### src/rtl/axis_load_sequencer.sv
// axis_load_sequencer
// Sequences PS-to-PL waveform loads through a one-hot channel selector.
// A load command (channel, beat count) drives a registered one-hot select,
// waits one cycle for the selector to settle, then opens the AXI-Stream
// handshake until the requested number of beats has been counted. Data does
// not pass through this block; only valid/ready are gated here.
//
// Ports
//   i_clk, i_rstn              clock, async active-low reset
//   i_cmd_valid/o_cmd_ready    command handshake
//   i_cmd_channel, i_cmd_beats command payload (beats == 0 is illegal)
//   i_abort                    terminate the active load (SELECT/STREAM only)
//   o_channel_select           registered one-hot select, 0 when idle
//   i_s_axis_tvalid/o_s_axis_tready   PS-side handshake
//   o_m_axis_tvalid/i_m_axis_tready   selector-side handshake
//   o_busy, o_done, o_done_channel, o_cmd_err   status
//   o_loaded_mask, i_clear_loaded     sticky per-channel completion bits
//
// state  | meaning
// IDLE   | waiting for a command, cmd_ready high
// SELECT | select registered, stream gated for one settle cycle
// STREAM | handshake passes through, beats counted down
// DONE   | one-cycle completion: done pulse, mask bit set, select cleared
module axis_load_sequencer #(
  parameter int NUM_CH = 16,
  parameter int CH_W   = 4,
  parameter int LEN_W  = 16
) (
  input  logic              i_clk,
  input  logic              i_rstn,
  input  logic              i_cmd_valid,
  output logic              o_cmd_ready,
  input  logic [CH_W-1:0]   i_cmd_channel,
  input  logic [LEN_W-1:0]  i_cmd_beats,
  input  logic              i_abort,
  output logic [NUM_CH-1:0] o_channel_select,
  input  logic              i_s_axis_tvalid,
  output logic              o_s_axis_tready,
  output logic              o_m_axis_tvalid,
  input  logic              i_m_axis_tready,
  output logic              o_busy,
  output logic              o_done,
  output logic [CH_W-1:0]   o_done_channel,
  output logic              o_cmd_err,
  output logic [NUM_CH-1:0] o_loaded_mask,
  input  logic              i_clear_loaded
);

  typedef enum logic [1:0] {
    IDLE   = 2'd0,
    SELECT = 2'd1,
    STREAM = 2'd2,
    DONE   = 2'd3
  } state_t;

  localparam logic [NUM_CH-1:0] ONE_HOT_LSB = {{(NUM_CH-1){1'b0}}, 1'b1};

  state_t              r_state;
  state_t              w_next;
  logic [CH_W-1:0]     r_ch;
  logic [LEN_W-1:0]    r_remaining;
  logic [NUM_CH-1:0]   r_channel_select;
  logic [NUM_CH-1:0]   r_loaded_mask;
  logic [CH_W-1:0]     r_done_channel;
  logic                r_done;
  logic                r_cmd_err;

  logic                w_cmd_hs;
  logic                w_cmd_bad;
  logic                w_beat;
  logic                w_last_beat;
  logic [NUM_CH-1:0]   w_ch_onehot;

  assign w_cmd_hs    = (r_state == IDLE) && i_cmd_valid;
  assign w_cmd_bad   = (i_cmd_beats == '0) || (32'(i_cmd_channel) >= NUM_CH);
  assign w_beat      = (r_state == STREAM) && i_s_axis_tvalid && i_m_axis_tready;
  assign w_last_beat = w_beat && (r_remaining == LEN_W'(1));
  assign w_ch_onehot = ONE_HOT_LSB << r_ch;

  always_ff @(posedge i_clk or negedge i_rstn) begin
    if (!i_rstn) r_state <= IDLE;
    else         r_state <= w_next;
  end

  always_comb begin
    w_next          = r_state;
    o_cmd_ready     = 1'b0;
    o_busy          = 1'b1;
    o_m_axis_tvalid = 1'b0;
    o_s_axis_tready = 1'b0;
    case (r_state)
      IDLE: begin
        o_cmd_ready = 1'b1;
        o_busy      = 1'b0;
        if (w_cmd_hs && !w_cmd_bad) w_next = SELECT;
      end
      SELECT: begin
        w_next = i_abort ? IDLE : STREAM;
      end
      STREAM: begin
        o_m_axis_tvalid = i_s_axis_tvalid;
        o_s_axis_tready = i_m_axis_tready;
        // abort wins over a coinciding last beat: no credit, no done
        if (i_abort)          w_next = IDLE;
        else if (w_last_beat) w_next = DONE;
      end
      DONE: begin
        w_next = IDLE;
      end
      default: w_next = IDLE;
    endcase
  end

  always_ff @(posedge i_clk or negedge i_rstn) begin
    if (!i_rstn) begin
      r_ch             <= '0;
      r_remaining      <= '0;
      r_channel_select <= '0;
      r_loaded_mask    <= '0;
      r_done_channel   <= '0;
      r_done           <= 1'b0;
      r_cmd_err        <= 1'b0;
    end else begin
      r_done    <= 1'b0;
      r_cmd_err <= 1'b0;

      // DONE sets its bit after clear is applied, so the new bit survives
      if (r_state == DONE) begin
        if (i_clear_loaded) r_loaded_mask <= w_ch_onehot;
        else                r_loaded_mask <= r_loaded_mask | w_ch_onehot;
      end else if (i_clear_loaded) begin
        r_loaded_mask <= '0;
      end

      case (r_state)
        IDLE: begin
          if (w_cmd_hs) begin
            if (w_cmd_bad) begin
              r_cmd_err <= 1'b1;
            end else begin
              r_ch             <= i_cmd_channel;
              r_remaining      <= i_cmd_beats;
              r_channel_select <= ONE_HOT_LSB << i_cmd_channel;
            end
          end
        end
        SELECT: begin
          if (i_abort) r_channel_select <= '0;
        end
        STREAM: begin
          if (i_abort) begin
            r_channel_select <= '0;
          end else if (w_beat) begin
            r_remaining <= r_remaining - LEN_W'(1);
            // done is registered so it is high for exactly the DONE cycle
            if (w_last_beat) begin
              r_done         <= 1'b1;
              r_done_channel <= r_ch;
            end
          end
        end
        DONE: begin
          r_channel_select <= '0;
        end
        default: ;
      endcase
    end
  end

  assign o_channel_select = r_channel_select;
  assign o_loaded_mask    = r_loaded_mask;
  assign o_done_channel   = r_done_channel;
  assign o_done           = r_done;
  assign o_cmd_err        = r_cmd_err;

endmodule

### config.mk
export PLATFORM = sky130hd
export DESIGN_NAME = axis_load_sequencer
export DESIGN_NICKNAME = d
export VERILOG_FILES = /design/src/rtl/axis_load_sequencer.sv
export SDC_FILE = /design/constraint.sdc
export NUM_CORES = 1
export LEC_CHECK = 0
export ABC_AREA = 1
export CORE_MARGIN = 3
export CORE_UTILIZATION = 51
export CTS_BUF_LIST = sky130_fd_sc_hd__clkbuf_4 sky130_fd_sc_hd__clkbuf_8 sky130_fd_sc_hd__clkbuf_16
export CTS_CLUSTER_DIAMETER = 100
export DETAILED_ROUTE_END_ITERATION = 8
export HOLD_SLACK_MARGIN = 0.08
export PLACE_DENSITY = 0.78
export SETUP_SLACK_MARGIN = 0.02
export SYNTH_ARGS = -nofsm -noshare
export SYNTH_HDL_FRONTEND = slang
export SYNTH_SLANG_ARGS = --single-unit
### constraint.sdc
create_clock -name i_clk -period 2.49 [get_ports i_clk]
set_clock_uncertainty 0.15 [all_clocks]
set_input_delay 0.249 -clock i_clk [delete_from_list [all_inputs] [get_ports i_clk]]
set_output_delay 0.249 -clock i_clk [all_outputs]
set_load 0.1 [all_outputs]
; Word-level counts from Yosys, hierarchy flattened
; Index checks and enable logic that the tools add are counted.
[word_totals]
reg_bits = 60
inputBits = 27
out_inout_bits = 42
word_cells = 69
[classes]
addsub = 1
eq_ne = 11
n_shift = 2
mux = 28
bitwise_logic = 3
n_reduce_logical = 16
[op_table]
columns = operator, n
row1 = 2-to-1 mux 16 bit, 10
row2 = case mux 16 bit (3 select lines), 1
row3 = case mux 16 bit (2 select lines), 1
row4 = "left shift 1 x 4 -> 16 bit, first input constant", 2
row5 = "equality test 16 x 1 -> 1 bit, second input constant", 1
row6 = logical NOT 16 bit, 1
row7 = bitwise OR 16 bit, 1
row8 = "subtractor 16 x 1 -> 16 bit, second input constant", 1
row9 = 2-to-1 mux 1 bit, 11
row10 = 2-to-1 mux 2 bit, 4
row11 = "inequality test 2 bit, second input constant", 4
row12 = case mux 2 bit (4 select lines), 1
row13 = AND reduction 3 bit, 2
row14 = logical AND 1 bit, 5
row15 = AND reduction 5 bit, 1
row16 = "equality test 2 bit, second input constant", 2
row17 = "inequality test 2 x 1 -> 1 bit, second input constant", 2
row18 = AND reduction 4 bit, 1
row19 = nonzero test 2 bit, 2
row20 = "inequality test 3 bit, second input constant", 1
row21 = "equality test 2 x 1 -> 1 bit, second input constant", 1
row22 = logical NOT 2 bit, 1
row23 = inverter 1 bit, 2
row24 = AND reduction 2 bit, 1
row25 = other kinds (2), 2

; Longest topological paths before layout
[logic_depth]
word_depth = 8
mapped_depth = 11

; Worst setup path before layout
; No wires, ideal clock.
[synth_timing]
kind = flip-flop to flip-flop
from = register r_state[0]
to = register r_remaining[13]
setup_ps = 118
arrival_time_ps = 2989
t_required_ps = 2222
path_slack_ps = -767
stages_incl_launch_ff = 9
n_path_buf = 1
cell_sequence = dfrtp_1 -> inv_1 -> ha_1 -> inv_1 -> o21ai_1 -> nand2_4 -> buf_6 -> nand2_1 -> nand2_1
[synth_via]
elab_chain_cells = 5
word_cells_on_any_way = 12
cone_classes = 5 x eq/ne / 1 x mux / 6 x reduce/logical
[synth_lines]
columns = element, line_no
row1 = start: declaration, 58  ; state_t r_state;
row2 = start signal: assignment, 82  ; else r_state <= w_next;
row3 = equality test 2 bit, "76, 135"
row4 = logical AND 1 bit (2 in series), 76  ; assign w_beat = (r_state == STREAM) && i_s_axis_tvalid && i_m_axis_tready;
row5 = inequality test 2 bit (no source line), --
row6 = AND reduction 5 bit (no source line), --
row7 = end signal: assignment, 142  ; r_remaining <= i_cmd_beats;
row8 = end signal: assignment, 154  ; r_remaining <= r_remaining - LEN_W'(1);
row9 = end: declaration, 61  ; logic [LEN_W-1:0] r_remaining;
; Parallel ways exist; a longest one is shown, timed or not.
; A chain may end at the register's enable or synchronous reset.

; Worst setup path in the final report
[layout_timing]
from = register r_state[0]
to = output port o_m_axis_tvalid
[layout_via]
elab_chain_cells = 2
[layout_lines]
columns = element, line_no
row1 = equality test 2 bit, 91  ; case (r_state)
row2 = 2-to-1 mux 1 bit, 91
row3 = end: declaration, 39  ; output logic o_m_axis_tvalid,
; No other way between the ends.

==> reports/summary.txt <==
outcome -> complete, no violations
Core ar. -> 6100 sq um
Pre-antenna DRT Iters -> 7
vias per cell -> 5.18
CP max stage cell -> dfrtp_1
gr usage total -> 0.227
Slew @ Worst Pin -> 521 ps
top cell type by total area after synthesis -> dfrtp_1
final core utilization -> 0.694
CTS sink count -> 60
# port buffers -> 68
Die Height -> 86.7 microns
most frequent CP cell -> inv_1
residual DRC count -> 0
VDD IR max -> 1.08 mV
crit start category -> flop
area occupied by multi-input gates -> 1560 sq um
Slew Limit Headroom -> 0.652
PD cells -> 1170 nW/um^2
CP Data Arrival Time -> 1830 ps
TritonCTS Buffers -> 9
HP Class -> primary input to asynchronous set/reset pin
drt wl/cell -> 13.8 microns
H-Tree Depth -> 3
Worst-path clk slew -> 70 ps
max cap viols -> 0
gpl congestion -> 0.893
FF-to-FF setup slack -> 290 ps
share of cells above drive strength 1 -> 0.217
Max FO, Critical Path -> 11
final setup vio count -> 0
minimum clock period -> 2230 ps
hold buffer count at cts -> 1
Max clock buf depth -> 2
Syn Nets -> 464
slowest stage delay, CP -> 440 ps
Max Clock Freq -> 449 MHz
register area -> 1500 sq um
Total Wirelength -> 8.04 mm
root buf cell -> clkbuf_8
RSZ-0062 raised after global routing -> false
Sum Neg Setup Slack -> 0 ps
Fillers -> 516
Hold Fails Final Rpt -> 0
Cells after Synth -> 430
Die W -> 86.7 microns
register area share after synthesis -> 0.452
Site Rows -> 28
Slew Limit Fails -> 0
worst r2r src -> r_state[0]
Ports -> 69
post-route ant nets -> 0
Starting Density -> 0.545
# nets final -> 536
Post-Syn Area -> 3320 sq um
DP HPWL -> 5.59 mm
Final period util -> 0.894
ant diodes -> 0
clk_lat worst skew -> 340 ps
CTS tree -> done
Detailed Route Iter0 Violations -> 213
number of synthesized register bits -> 60
Syn Area/Cell -> 7.72 sq um
Crit Path Category -> flop to output pin
first-pass GRT wire length -> 13.4 mm
vias in the first global route -> 2,798
yosys warns -> 0
endpoint type of the worst setup path -> output pin
R2R cell count -> 7
critical-path cell list -> inv_1 -> ha_1 -> buf_4 -> nand2_1 -> inv_1 -> buf_12
initial antenna violation count -> 0
Die ar. -> 7510 sq um
Layout area overhead -> 27.4%
largest net degree at the start of global routing -> 61
Leak Pwr -> 0.00210 uW
reg-to-reg endpoint -> r_remaining[5]
WP data required -> 2090 ps
GR Overflow Total -> 0
Post-CTS Setup Bufs -> 0
top cells by area, synth -> dfrtp_1 45%, nand2_1 16%, nand3_1 5.9%
post-cts resize count -> 0
Vias -> 3,013
Synth top area share -> 0.452
Synth cell types -> 28
[routing by layer]
| metal | up-vias | track usage | routed length [microns] |
|---|---|---|---|
| li1 | 1508 | - | - |
| met3 | 12 | 0.0466 | 476 |
| met1 | 1390 | 0.326 | 3670 |
| met4 | 0 | 0.0864 | 133 |
| met2 | 103 | 0.337 | 3760 |
| met5 | - | 0 | 0 |
[power by group]
part	switching (uW)	internal [uW]
clock network	411	678
registers	256	1200
logic	1730	662
total	2400	2540
[per-stage QoR]
| stage | hold WS [ps] | setup slack [ps] | power [uW] | cells | instance area (sq um) |
|---|---|---|---|---|---|
| after floorplan | -197 | 35.1 | 3400 | 430 | 3340 |
| after global placement | 129 | 395 | 3780 | 565 | 3980 |
| after detailed placement | 132 | 314 | 3840 | 565 | 3980 |
| after CTS | 285 | 267 | 4960 | 582 | 4230 |
| after global routing | 302 | 119 | 5270 | 582 | 4230 |
| final | 271 | 263 | 4950 | 582 | 4230 |
[kinds of logic (layout without fill, tap and decap cells)]
group | Yosys count | after routing | synth area share
simple gates | 246 | 246 | 0.322
buf+inv | 61 | 138 | 0.0822
flops | 60 | 60 | 0.452
compound gates | 54 | 54 | 0.112
fa+ha+maj | 7 | 7 | 0.0264
xor+xnor | 2 | 2 | 0.00528
[cell usage after synthesis (all sizes together)]
cell type,instances
dfrtp,60
o22ai,16
nand3,39
or2,17
nor2,42
ha,7
xnor2,2
nor3,1
clkbuf,3
o21bai,2
o21ai,28
a22oi,1
a21boi,1
buf,8
clkinv,1
nand2,147
inv,49
a21oi,6
[sequential cells by signal, indices dropped and copies added, names as in the netlist]
register	count
r_state	2
o_cmd_err	1
o_done	1
r_remaining	16
r_ch	4
o_loaded_mask	16
o_channel_select	16
o_done_channel	4
[worst max-delay path, delay by kind of cell (launching register included)]
family | cells | cell delay [ps]
fa+ha+maj | 1 | 300
buf+inv | 4 | 680
flops | 1 | 440
simple gates | 1 | 60
[how the worst max path moves through the flow]
stage,from,endpoint,slack [ps],cells past startpoint
final,r_state[0],o_m_axis_tvalid,260,6
after global routing,r_state[0],r_remaining[14],120,7
after CTS,r_state[0],o_m_axis_tvalid,270,6
after detailed placement,i_cmd_beats[1],o_channel_select[12],310,10
after global placement,i_cmd_beats[1],o_channel_select[4],390,10
after floorplan,r_state[0],r_remaining[13],40,8
[area by class of cell]
cell class	instances	share of cell area
Inverter	50	0.0453
Tap cell	75	0.0222
Sequential cell	60	0.355
Clock inverter	6	0.0266
Multi-Input combinational cell	309	0.368
Timing Repair Buffer	72	0.151
Clock buffer	10	0.0311
[cell usage in the layout (no fill, tap or decap), types with 2 or more instances in the layout]
| cell type | n |
|---|---|
| o22ai_1 | 16 |
| dfrtp_1 | 60 |
| clkinv_4 | 2 |
| bufinv_16 | 3 |
| a21oi_1 | 5 |
| or2_2 | 17 |
| buf_4 | 42 |
| nand3_1 | 39 |
| inv_1 | 47 |
| nor2_2 | 5 |
| o21ai_2 | 16 |
| nand2_1 | 142 |
| nor2_1 | 36 |
| nand2_4 | 4 |
| clkdlybuf4s50_1 | 25 |
| ha_1 | 6 |
| buf_12 | 3 |
| clkbuf_8 | 9 |
| o21ai_0 | 11 |
| xnor2_1 | 2 |
| o21bai_1 | 2 |
Power figures use the tool's default switching activity.
